`src/rtl/mem_pkg.sv`:
```
// Shared load/store encodings, MEM-stage state encoding and the per-op byte-count helper.
package mem_pkg;

  localparam logic [2:0] LD_NONE = 3'd0;
  localparam logic [2:0] LB      = 3'd1;
  localparam logic [2:0] LH      = 3'd2;
  localparam logic [2:0] LW      = 3'd3;
  localparam logic [2:0] LBU     = 3'd4;
  localparam logic [2:0] LHU     = 3'd5;

  localparam logic [1:0] ST_NONE = 2'd0;
  localparam logic [1:0] SB      = 2'd1;
  localparam logic [1:0] SH      = 2'd2;
  localparam logic [1:0] SW      = 2'd3;

  typedef enum logic [1:0] {
    MEM_IDLE   = 2'd0,
    MEM_ACCESS = 2'd1,
    MEM_DONE   = 2'd2
  } mem_state_t;

  // A store takes precedence over a simultaneous load; 0 means no memory access.
  function automatic logic [2:0] mem_nbytes(input logic [2:0] rd, input logic [1:0] wr);
    logic [2:0] n;
    n = 3'd0;
    case (wr)
      SB:      n = 3'd1;
      SH:      n = 3'd2;
      SW:      n = 3'd4;
      default: begin
        case (rd)
          LB, LBU: n = 3'd1;
          LH, LHU: n = 3'd2;
          LW:      n = 3'd4;
          default: n = 3'd0;
        endcase
      end
    endcase
    return n;
  endfunction

endpackage

```
`src/rtl/mem_stage_if.sv`:
```
// EX/MEM inputs, byte-wide RAM port, stall request and MEM/WB outputs of the MEM stage.
interface mem_stage_if #(
  parameter int ADDR_W = 32
);

  logic [2:0]        mem_read;
  logic [1:0]        mem_write;
  logic [4:0]        mem_wd;
  logic              mem_wreg;
  logic [ADDR_W-1:0] mem_waddr;
  logic [31:0]       mem_wdata;

  logic [ADDR_W-1:0] ram_addr_o;
  logic [7:0]        ram_dout_o;
  logic              ram_wr_o;
  logic [7:0]        ram_din_i;

  logic              stall_req_o;
  logic [4:0]        wb_wd;
  logic              wb_wreg;
  logic [31:0]       wb_wdata;

  modport master (
    input  mem_read, mem_write, mem_wd, mem_wreg, mem_waddr, mem_wdata, ram_din_i,
    output ram_addr_o, ram_dout_o, ram_wr_o, stall_req_o, wb_wd, wb_wreg, wb_wdata
  );

  modport slave (
    output mem_read, mem_write, mem_wd, mem_wreg, mem_waddr, mem_wdata, ram_din_i,
    input  ram_addr_o, ram_dout_o, ram_wr_o, stall_req_o, wb_wd, wb_wreg, wb_wdata
  );

endinterface

```
`src/rtl/mem_load_ext.sv`:
```
// Combinational sign/zero extension of the assembled little-endian load buffer by load type.
module mem_load_ext
  import mem_pkg::*;
(
  input  logic [2:0]  i_ld_type,
  input  logic [31:0] i_buf,
  output logic [31:0] o_data
);

  always_comb begin
    o_data = '0;
    case (i_ld_type)
      LB:      o_data = {{24{i_buf[7]}}, i_buf[7:0]};
      LH:      o_data = {{16{i_buf[15]}}, i_buf[15:0]};
      LW:      o_data = i_buf;
      LBU:     o_data = {24'h0, i_buf[7:0]};
      LHU:     o_data = {16'h0, i_buf[15:0]};
      default: o_data = '0;
    endcase
  end

endmodule

```
`src/rtl/mem_stage.sv`:
```
// MEM stage: byte-serial loads/stores over a 1-byte RAM port, stalling n (store) or n+1 (load) cycles.
// Non-memory ops pass through with zero latency. Optional MEM_ALIGN_CHECK_EN adds misalign_o.
module mem_stage
  import mem_pkg::*;
#(
  parameter int ADDR_W = 32,
  parameter int LD_LAT = 1
) (
  input  logic        clk,
  input  logic        rst,
  mem_stage_if.master bus
`ifdef MEM_ALIGN_CHECK_EN
  ,
  output logic        misalign_o
`endif
);

  generate
    if (LD_LAT != 1) begin : g_lat_chk
      $error("mem_stage: only LD_LAT == 1 is supported");
    end
  endgenerate

  mem_state_t        r_state;
  logic [2:0]        r_cnt;
  logic [31:0]       r_buf;

  logic [2:0]        w_n;
  logic              w_is_store;
  logic              w_is_mem;
  logic              w_is_load;
  logic              w_misalign;
  logic              w_last;
  logic [1:0]        w_sel;
  logic [1:0]        w_cap;
  logic [7:0]        w_wbyte;
  logic [31:0]       w_ext;
  logic [ADDR_W-1:0] w_addr;

  assign w_n        = mem_nbytes(bus.mem_read, bus.mem_write);
  assign w_is_store = (bus.mem_write != ST_NONE);
  assign w_is_mem   = (w_n != 3'd0);
  assign w_is_load  = w_is_mem && !w_is_store;

`ifdef MEM_ALIGN_CHECK_EN
  assign w_misalign = ((w_n == 3'd2) && bus.mem_waddr[0]) ||
                      ((w_n == 3'd4) && (bus.mem_waddr[1:0] != 2'b00));
  assign misalign_o = !rst && (r_state == MEM_IDLE) && w_misalign;
`else
  assign w_misalign = 1'b0;
`endif

  // Loads need one cycle past the last issue to capture the final returning byte.
  assign w_last  = w_is_store ? (r_cnt == (w_n - 3'd1)) : (r_cnt == w_n);
  assign w_sel   = (r_state == MEM_ACCESS) ? r_cnt[1:0] : 2'd0;
  assign w_cap   = r_cnt[1:0] - 2'd1;
  assign w_wbyte = bus.mem_wdata[{w_sel, 3'b000} +: 8];
  assign w_addr  = bus.mem_waddr + ADDR_W'(r_cnt);

  mem_load_ext u_ext (
    .i_ld_type (bus.mem_read),
    .i_buf     (r_buf),
    .o_data    (w_ext)
  );

  always_ff @(posedge clk) begin
    if (rst) begin
      r_state <= MEM_IDLE;
      r_cnt   <= '0;
      r_buf   <= '0;
    end else begin
      case (r_state)
        MEM_IDLE: begin
          if (w_is_mem && !w_misalign) begin
            r_cnt   <= 3'd1;
            r_buf   <= '0;
            r_state <= (w_is_store && (w_n == 3'd1)) ? MEM_DONE : MEM_ACCESS;
          end
        end
        MEM_ACCESS: begin
          if (w_is_load) begin
            r_buf[{w_cap, 3'b000} +: 8] <= bus.ram_din_i;
          end
          if (w_last || !w_is_mem) begin
            r_state <= w_is_mem ? MEM_DONE : MEM_IDLE;
            r_cnt   <= '0;
          end else begin
            r_cnt <= r_cnt + 3'd1;
          end
        end
        MEM_DONE: r_state <= MEM_IDLE;
        default:  r_state <= MEM_IDLE;
      endcase
    end
  end

  always_comb begin
    bus.ram_addr_o  = '0;
    bus.ram_dout_o  = '0;
    bus.ram_wr_o    = 1'b0;
    bus.stall_req_o = 1'b0;
    bus.wb_wd       = '0;
    bus.wb_wreg     = 1'b0;
    bus.wb_wdata    = '0;
    if (!rst) begin
      case (r_state)
        MEM_IDLE: begin
          if (w_misalign) begin
            bus.wb_wd = bus.mem_wd;
          end else if (w_is_mem) begin
            bus.ram_addr_o  = bus.mem_waddr;
            bus.ram_wr_o    = w_is_store;
            bus.ram_dout_o  = w_is_store ? w_wbyte : 8'h00;
            bus.stall_req_o = 1'b1;
          end else begin
            bus.wb_wd    = bus.mem_wd;
            bus.wb_wreg  = bus.mem_wreg;
            bus.wb_wdata = bus.mem_wdata;
          end
        end
        MEM_ACCESS: begin
          bus.stall_req_o = 1'b1;
          if (r_cnt < w_n) begin
            bus.ram_addr_o = w_addr;
            bus.ram_wr_o   = w_is_store;
            bus.ram_dout_o = w_is_store ? w_wbyte : 8'h00;
          end
        end
        MEM_DONE: begin
          bus.wb_wd    = bus.mem_wd;
          bus.wb_wreg  = w_is_load && bus.mem_wreg;
          bus.wb_wdata = w_is_load ? w_ext : 32'h0;
        end
        default: ;
      endcase
    end
  end

endmodule
```
`src/flat_wrapper.sv`:
```
// flat-port wrapper written by rule: the top's interface ports become plain ports
module mem_stage_flat import mem_pkg::*;
#(
  parameter int ADDR_W = 32,
  parameter int LD_LAT = 1
)
  (clk, rst, bus_mem_read, bus_mem_write, bus_mem_wd, bus_mem_wreg, bus_mem_waddr, bus_mem_wdata, bus_ram_din_i, bus_ram_addr_o, bus_ram_dout_o, bus_ram_wr_o, bus_stall_req_o, bus_wb_wd, bus_wb_wreg, bus_wb_wdata);
  mem_stage_if #(.ADDR_W(ADDR_W)) bus_i ();
  input  logic clk;
  input  logic rst;
  input wire logic [$bits(bus_i.mem_read)-1:0] bus_mem_read;
  input wire logic [$bits(bus_i.mem_write)-1:0] bus_mem_write;
  input wire logic [$bits(bus_i.mem_wd)-1:0] bus_mem_wd;
  input wire logic [$bits(bus_i.mem_wreg)-1:0] bus_mem_wreg;
  input wire logic [$bits(bus_i.mem_waddr)-1:0] bus_mem_waddr;
  input wire logic [$bits(bus_i.mem_wdata)-1:0] bus_mem_wdata;
  input wire logic [$bits(bus_i.ram_din_i)-1:0] bus_ram_din_i;
  output wire logic [$bits(bus_i.ram_addr_o)-1:0] bus_ram_addr_o;
  output wire logic [$bits(bus_i.ram_dout_o)-1:0] bus_ram_dout_o;
  output wire logic [$bits(bus_i.ram_wr_o)-1:0] bus_ram_wr_o;
  output wire logic [$bits(bus_i.stall_req_o)-1:0] bus_stall_req_o;
  output wire logic [$bits(bus_i.wb_wd)-1:0] bus_wb_wd;
  output wire logic [$bits(bus_i.wb_wreg)-1:0] bus_wb_wreg;
  output wire logic [$bits(bus_i.wb_wdata)-1:0] bus_wb_wdata;
  assign bus_i.mem_read = bus_mem_read;
  assign bus_i.mem_write = bus_mem_write;
  assign bus_i.mem_wd = bus_mem_wd;
  assign bus_i.mem_wreg = bus_mem_wreg;
  assign bus_i.mem_waddr = bus_mem_waddr;
  assign bus_i.mem_wdata = bus_mem_wdata;
  assign bus_i.ram_din_i = bus_ram_din_i;
  assign bus_ram_addr_o = bus_i.ram_addr_o;
  assign bus_ram_dout_o = bus_i.ram_dout_o;
  assign bus_ram_wr_o = bus_i.ram_wr_o;
  assign bus_stall_req_o = bus_i.stall_req_o;
  assign bus_wb_wd = bus_i.wb_wd;
  assign bus_wb_wreg = bus_i.wb_wreg;
  assign bus_wb_wdata = bus_i.wb_wdata;
  mem_stage #(.ADDR_W(ADDR_W), .LD_LAT(LD_LAT)) u_core (.clk(clk), .rst(rst), .bus(bus_i));
endmodule
```
`config.mk`:
```
export PLATFORM = sky130hd
export DESIGN_NAME = mem_stage_flat
export DESIGN_NICKNAME = d
export VERILOG_FILES = /design/src/rtl/mem_pkg.sv /design/src/rtl/mem_stage_if.sv /design/src/rtl/mem_load_ext.sv /design/src/rtl/mem_stage.sv /design/src/flat_wrapper.sv
export SDC_FILE = /design/constraint.sdc
export NUM_CORES = 1
export LEC_CHECK = 0
export ABC_AREA = 1
export CORE_MARGIN = 1
export CORE_UTILIZATION = 47
export CTS_CLUSTER_SIZE = 8
export DETAILED_ROUTE_END_ITERATION = 7
export HOLD_SLACK_MARGIN = 0.1
export PLACE_DENSITY = 0.93
export SYNTH_ARGS = -nofsm -noshare
export SYNTH_HDL_FRONTEND = slang
export SYNTH_SLANG_ARGS = --single-unit
```
`constraint.sdc`:
```
create_clock -name clk -period 3.64 [get_ports clk]
set_input_delay 0.91 -clock clk [delete_from_list [all_inputs] [get_ports clk]]
set_output_delay 0.91 -clock clk [all_outputs]
set_load 0.1 [all_outputs]
```
==> results of run 1 <==
## cell families after synthesis
group           Yosys count  share of synthesized area [%]
simple gates            478                          43.94
flops                    37                          15.77
xor+xnor                 17                          3.169
fa+ha+maj                11                          3.089
buf+inv                 153                          13.48
compound gates          173                          20.56
## stage by stage
step	utilization [%]	std cells	cell area (sq um)	hold WS (ns)
3_5_place_dp	88.45	1216	8606	0.4389
3_3_place_gp	88.45	1216	8606	0.4322
2_1_floorplan	-	869	5497	0.4247
4_1_cts	97.24	1253	9460	0.4519
## metal layers
metal	overflow	GRT usage [%]
met5	0	19.71
met4	46	88.68
met3	2	65.18
met2	52	97.37
met1	0	80.94
## repair_timing
| item | 4_1_cts |
|---|---|
| buffers inserted | 25 |
| pin swaps | 46 |
| gates cloned | 5 |
| setup endpoints to repair | 80 |
| resized for setup | 143 |
==> metrics.txt, run 1 <==
# TYPE chip_impl_metric gauge
chip_impl_metric{name="mappedNetlistNets",unit=""} 965
chip_impl_metric{name="synth_sequential_area_ratio",unit="%"} 15.77
chip_impl_info{name="post_synth_main_area_contributors",value="sky130_fd_sc_hd__nand2_1 (19%), sky130_fd_sc_hd__dfxtp_1 (16%), sky130_fd_sc_hd__nor2_1 (10%)"} 1
chip_impl_metric{name="yosysUniqueCellTypes",unit=""} 34
chip_impl_metric{name="cts_htree_levels",unit=""} 2
chip_impl_metric{name="synth_seq_cells",unit=""} 37
chip_impl_metric{name="area_share_of_the_leading_cell_type_in_the_synthesized_netlist",unit="%"} 18.85
chip_impl_info{name="outcome",value="did not finish"} 1
chip_impl_metric{name="die_width",unit="um"} 102.0
chip_impl_metric{name="die_height",unit="um"} 102.0
chip_impl_metric{name="preCtsSetupSlack",unit="ns"} -0.5986
chip_impl_metric{name="synth_warn",unit=""} 0
chip_impl_info{name="synth_most_common_cell",value="sky130_fd_sc_hd__nand2_1"} 1
chip_impl_metric{name="global_route.usage.total",unit="%"} 81.39
chip_impl_info{name="synth_top_area_cell",value="sky130_fd_sc_hd__nand2_1"} 1
chip_impl_metric{name="number_of_buffers_on_the_longest_clock_path",unit=""} 2
chip_impl_info{name="dominant_synthesized_flop_cell",value="sky130_fd_sc_hd__dfxtp_1"} 1
chip_impl_info{name="flow.stopped_at",value="5_1_grt"} 1
chip_impl_metric{name="dp_hpwl",unit="um"} 19500
chip_impl_metric{name="cts_buffers",unit=""} 5
chip_impl_metric{name="async_flop_share",unit="%"} 0
chip_impl_metric{name="routabilityCongestion",unit=""} 0.9842
chip_impl_metric{name="synth.avg_cell_area",unit="sq um"} 5.407
chip_impl_info{name="firstError",value="[ERROR GRT-0116] Global routing finished with congestion. Check the congestion regions in the DRC Viewer."} 1
chip_impl_metric{name="grt_max_degree",unit=""} 38
chip_impl_info{name="cts.root.buffer_cell",value="sky130_fd_sc_hd__clkbuf_8"} 1
chip_impl_metric{name="port_buffers",unit=""} 164
chip_impl_metric{name="postSynthCellCount",unit=""} 869
chip_impl_metric{name="synth_area",unit="sq mm"} 0.004698
chip_impl_metric{name="synth_enable_flop_cells",unit=""} 0
chip_impl_metric{name="initial_utilization",unit="%"} 48.29
chip_impl_metric{name="grt_first_pass_wirelength",unit="um"} 63700
chip_impl_metric{name="core.rowCount",unit=""} 36
chip_impl_metric{name="via_count_of_the_first_global_routing_pass",unit=""} 10170
chip_impl_metric{name="grt-ovfl-total",unit=""} 100
chip_impl_metric{name="postCtsHoldBufs",unit=""} 0
chip_impl_metric{name="ioPinCount",unit=""} 165
chip_impl_info{name="synth_common_cells",value="sky130_fd_sc_hd__nand2_1 (236), sky130_fd_sc_hd__nor2_1 (130), sky130_fd_sc_hd__inv_1 (111), sky130_fd_sc_hd__a21oi_1 (79), sky130_fd_sc_hd__nand3_1 (56)"} 1
chip_impl_metric{name="clock-sinks",unit=""} 37
==> run 2, diff against run 1 <==
--- a/config.mk
+++ b/config.mk
@@ -7,11 +7,9 @@
 export LEC_CHECK = 0
 export ABC_AREA = 1
 export CORE_MARGIN = 1
-export CORE_UTILIZATION = 47
-export CTS_CLUSTER_SIZE = 8
+export CORE_UTILIZATION = 40
 export DETAILED_ROUTE_END_ITERATION = 7
-export HOLD_SLACK_MARGIN = 0.1
-export PLACE_DENSITY = 0.93
+export PLACE_DENSITY_LB_ADDON = 0.15
 export SYNTH_ARGS = -nofsm -noshare
 export SYNTH_HDL_FRONTEND = slang
 export SYNTH_SLANG_ARGS = --single-unit
==> run 2 against run 1 <==
  * The flow now finishes, with violations (setup timing)
  * Synthesized cell count unchanged
  * Synthesized area stayed put
==> metrics.txt, run 2 <==
# TYPE chip_impl_metric gauge
chip_impl_metric{name="cts_htree_levels",unit=""} 2
chip_impl_metric{name="async_flop_share",unit="%"} 0
chip_impl_metric{name="dr_total_vias",unit=""} 7090
chip_impl_metric{name="drive_above_1_share",unit="%"} 37.76
chip_impl_metric{name="synth_warn",unit=""} 0
chip_impl_metric{name="clk_transition_reported_paths",unit="ns"} 0.06
chip_impl_metric{name="synth_to_layout_area_growth",unit="%"} 107.9
chip_impl_info{name="slowest_stage",value="sky130_fd_sc_hd__a21oi_4"} 1
chip_impl_metric{name="area_share_of_the_leading_cell_type_in_the_synthesized_netlist",unit="%"} 18.85
chip_impl_info{name="most_frequent_cells_in_the_layout",value="sky130_fd_sc_hd__nand2_1 (201), sky130_fd_sc_hd__inv_1 (105), sky130_fd_sc_hd__nor2_1 (96)"} 1
chip_impl_info{name="mostFrequentLayoutCell",value="sky130_fd_sc_hd__nand2_1"} 1
chip_impl_info{name="synth_common_cells",value="sky130_fd_sc_hd__nand2_1 (236), sky130_fd_sc_hd__nor2_1 (130), sky130_fd_sc_hd__inv_1 (111), sky130_fd_sc_hd__a21oi_1 (79), sky130_fd_sc_hd__nand3_1 (56)"} 1
chip_impl_metric{name="placed_cells",unit=""} 1237
chip_impl_info{name="top_signal_layer_used",value="met4"} 1
chip_impl_metric{name="detail_route.wirelength",unit="um"} 23240
chip_impl_metric{name="synth.avg_cell_area",unit="sq um"} 5.407
chip_impl_metric{name="worst-slew-pin-transition",unit="ns"} 0.7575
chip_impl_metric{name="wirelength_met1",unit="um"} 9322
chip_impl_metric{name="synth_area",unit="sq mm"} 0.004698
chip_impl_metric{name="fill_cells",unit=""} 624
chip_impl_info{name="critical_path.startpoint_type",value="input port"} 1
chip_impl_metric{name="global_route.usage.total",unit="%"} 33.23
chip_impl_info{name="startpoint",value="bus_mem_read[1]"} 1
chip_impl_metric{name="grt_first_pass_wirelength",unit="um"} 31260
chip_impl_metric{name="initial_utilization",unit="%"} 41.15
chip_impl_metric{name="setup_viol",unit=""} 74
chip_impl_metric{name="antenna_violating_nets_post_route",unit=""} 0
chip_impl_metric{name="worst-endpoint-arrival",unit="ns"} 2.93
chip_impl_metric{name="drt-vias-per-instance",unit=""} 5.600
chip_impl_metric{name="post-route-drc-count",unit=""} 0
chip_impl_metric{name="dp_hpwl",unit="um"} 15500
chip_impl_info{name="rsz_0062_raised_after_global_routing",value="yes"} 1
chip_impl_info{name="largest-register",value="u_core.r_buf"} 1
chip_impl_metric{name="number_of_buffers_on_the_longest_clock_path",unit=""} 2
chip_impl_metric{name="dieArea",unit="sq mm"} 0.01218
chip_impl_metric{name="grt_max_degree",unit=""} 42
chip_impl_metric{name="via_count_of_the_first_global_routing_pass",unit=""} 6038
chip_impl_info{name="outcome",value="finished with violations"} 1
chip_impl_metric{name="cts_buffers",unit=""} 5
chip_impl_metric{name="achievable-frequency",unit="MHz"} 260.5
chip_impl_metric{name="postCtsHoldBufs",unit=""} 0
chip_impl_info{name="cts.root.buffer_cell",value="sky130_fd_sc_hd__clkbuf_16"} 1
chip_impl_metric{name="routed-wl-met2",unit="um"} 10720
chip_impl_info{name="violations_in_the_final_reports",value="setup timing"} 1
chip_impl_info{name="clock_tree_from_tritoncts",value="yes"} 1
chip_impl_metric{name="grt_antenna_before_repair",unit=""} 0
chip_impl_metric{name="postLayoutCellArea",unit="sq mm"} 0.009769
chip_impl_metric{name="layout.nets",unit=""} 1218
chip_impl_metric{name="finalWorstPathRequiredPeriod",unit="ns"} 3.838
chip_impl_metric{name="detail_route.wl_per_cell",unit="um"} 18.36
chip_impl_info{name="hp-class",value="flip-flop to flip-flop"} 1
chip_impl_info{name="endpoint_kind",value="output port"} 1
chip_impl_metric{name="worst_relative_slew_slack",unit="%"} 49.32
chip_impl_info{name="worst_r2r_startpoint",value="u_core.r_cnt[0]$_SDFFE_PP0P_"} 1
chip_impl_metric{name="synth_seq_cells",unit=""} 37
chip_impl_metric{name="synth_enable_flop_cells",unit=""} 0
chip_impl_info{name="synth_top_area_cell",value="sky130_fd_sc_hd__nand2_1"} 1
chip_impl_info{name="synth_most_common_cell",value="sky130_fd_sc_hd__nand2_1"} 1
chip_impl_metric{name="core-area",unit="sq mm"} 0.01142
chip_impl_metric{name="largest_reg_flops",unit=""} 32
chip_impl_metric{name="standby_leakage_power",unit="nW"} 3.917
chip_impl_metric{name="final_worst_clock_skew",unit="ns"} 0.008461
chip_impl_metric{name="die_width",unit="um"} 110.4
chip_impl_metric{name="met3_length",unit="um"} 2619
chip_impl_metric{name="max-cap-violations",unit=""} 0
chip_impl_metric{name="cp.required",unit="ns"} 2.73
chip_impl_metric{name="setup_slack",unit="ns"} -0.1984
chip_impl_metric{name="postSynthCellCount",unit=""} 869
chip_impl_metric{name="ioPinCount",unit=""} 165
chip_impl_metric{name="peakVddDrop",unit="V"} 0.0003647
chip_impl_metric{name="critical_path.max_stage_delay",unit="ns"} 0.22
chip_impl_info{name="kind_of_critical_path",value="input port to output port"} 1
chip_impl_metric{name="placed_instance_area",unit="sq mm"} 0.008713
chip_impl_metric{name="die_height",unit="um"} 110.4
chip_impl_info{name="largestRegisters",value="u_core.r_buf (32), u_core.r_cnt (3), u_core.r_state (2)"} 1
chip_impl_metric{name="clock-sinks",unit=""} 37
chip_impl_metric{name="worstPathMaxFanout",unit=""} 6
chip_impl_metric{name="power-per-cell-area",unit="mW/mm^2"} 313.4
chip_impl_info{name="crit_path_frequent_cell",value="sky130_fd_sc_hd__buf_12"} 1
chip_impl_info{name="post_synth_main_area_contributors",value="sky130_fd_sc_hd__nand2_1 (19%), sky130_fd_sc_hd__dfxtp_1 (16%), sky130_fd_sc_hd__nor2_1 (10%)"} 1
chip_impl_metric{name="hold_viol",unit=""} 0
chip_impl_metric{name="yosysUniqueCellTypes",unit=""} 34
chip_impl_metric{name="synth_sequential_area_ratio",unit="%"} 15.77
chip_impl_metric{name="mappedNetlistNets",unit=""} 965
chip_impl_metric{name="first_iter_violations",unit=""} 807
chip_impl_info{name="dominant_synthesized_flop_cell",value="sky130_fd_sc_hd__dfxtp_1"} 1
chip_impl_metric{name="port_buffers",unit=""} 164
chip_impl_info{name="timing.hold.worst.start",value="u_core.r_buf[10]$_SDFFE_PP0P_"} 1
chip_impl_metric{name="final_period_utilization",unit="%"} 105.5
chip_impl_metric{name="clk_latency",unit="ns"} 0.29
chip_impl_metric{name="slew_limit_fails",unit=""} 0
chip_impl_info{name="worstPathCellList",value="buf_12 > inv_16 > nand2_4 > nor2_4 > inv_2 > o211ai_1 > nand2_1 > buf_6 > ha_4 > nand3_4 > inv_4 > nor2_8 > buf_12 > clkbuf_16 > nand3_2 > a21oi_4 > buf_12"} 1
chip_impl_metric{name="core.rowCount",unit=""} 39
chip_impl_metric{name="grt-ovfl-total",unit=""} 0
chip_impl_metric{name="stdcell_count",unit=""} 1266
chip_impl_metric{name="drt_pass1_iterations",unit=""} 6
chip_impl_metric{name="final_cell_utilization_of_the_core",unit="%"} 85.56
chip_impl_metric{name="routabilityCongestion",unit=""} 0.9454
chip_impl_metric{name="total_inserted_antenna_cells",unit=""} 0
-- run 2: cell counts after synthesis --
No cell type changed its count.
-- run 2: per-layer routing --
| metal | vias to the layer above | GRT usage, % |
|---|---|---|
| met4 | 0 | 6.015 |
| met1 | 3287 | 47.53 |
| met2 | 449 | 52.62 |
| met5 | - | 0 |
| li1 | 3293 | - |
| met3 | 61 | 5.350 |
-- run 2: repair_timing --
action                     4_1_cts  5_1_grt
buffers inserted                10        3
hold endpoints to repair         0        0
setup endpoints to repair       80       80
cloned                           2        7
gates resized for setup         95       82
pin swaps                       45       48
-- run 2: worst paths after layout --
path | cells past startpoint | end | slack (ns)
worst min register to register | 2 | u_core.r_buf[10]$_SDFFE_PP0P_ | 0.45
worst max register to register | 8 | u_core.r_buf[25]$_SDFFE_PP0P_ | 1.40
worst max-delay path | 17 | bus_wb_wdata[22] | -0.20
worst min-delay path | 2 | u_core.r_buf[10]$_SDFFE_PP0P_ | 0.45
-- run 2: worst max-delay path, delay by kind of cell --
kind                     cells  cell delay (ns)
AO/OA/AOI/OAI                2             0.31
adder cells (fa/ha/maj)      1             0.16
buffers and inverters        8             0.91
AND/OR/NAND/NOR              6             0.61
-- run 2: layout make-up --
cell class,count,area (sq um),share of cell area [%]
Multi-Input combinational cell,679,4614,47.23
Clock inverter,2,38.79,0.3970
Inverter,117,475.5,4.867
Tap cell,143,178.9,1.831
Sequential cell,37,740.7,7.582
Timing Repair Buffer,281,3583,36.68
Timing Repair inverter,1,8.758,0.08965
Clock buffer,6,128.9,1.319
-- run 2: cells by family after synthesis --
family | share of synthesized area, %
flip-flops | 15.77
buffers and inverters | 13.48
adder cells (fa/ha/maj) | 3.089
AND/OR/NAND/NOR | 43.94
XOR/XNOR | 3.169
AO/OA/AOI/OAI | 20.56
-- run 2: power breakdown --
group | total (mW) | switching (mW) | internal (mW)
Sequential | 0.481 | 0.0236 | 0.457
Clock | 0.502 | 0.177 | 0.325
Combinational | 2.08 | 1.32 | 0.756
Total | 3.06 | 1.52 | 1.54
-- run 2: stage by stage --
step                      setup TNS, ns  hold slack (ns)  power (mW)  worst slack [ns]
after floorplan                  -1.653           0.4247       1.651           -0.2329
after global placement           -30.10           0.4361       2.288           -0.4626
after detailed placement         -35.33           0.4410       2.309           -0.5574
after CTS                        -8.126           0.4481       2.905           -0.1620
after global routing             -13.64           0.4796       3.180           -0.2604
final                            -7.985           0.4457       3.062           -0.1984
Power figures use the tool's default switching activity.
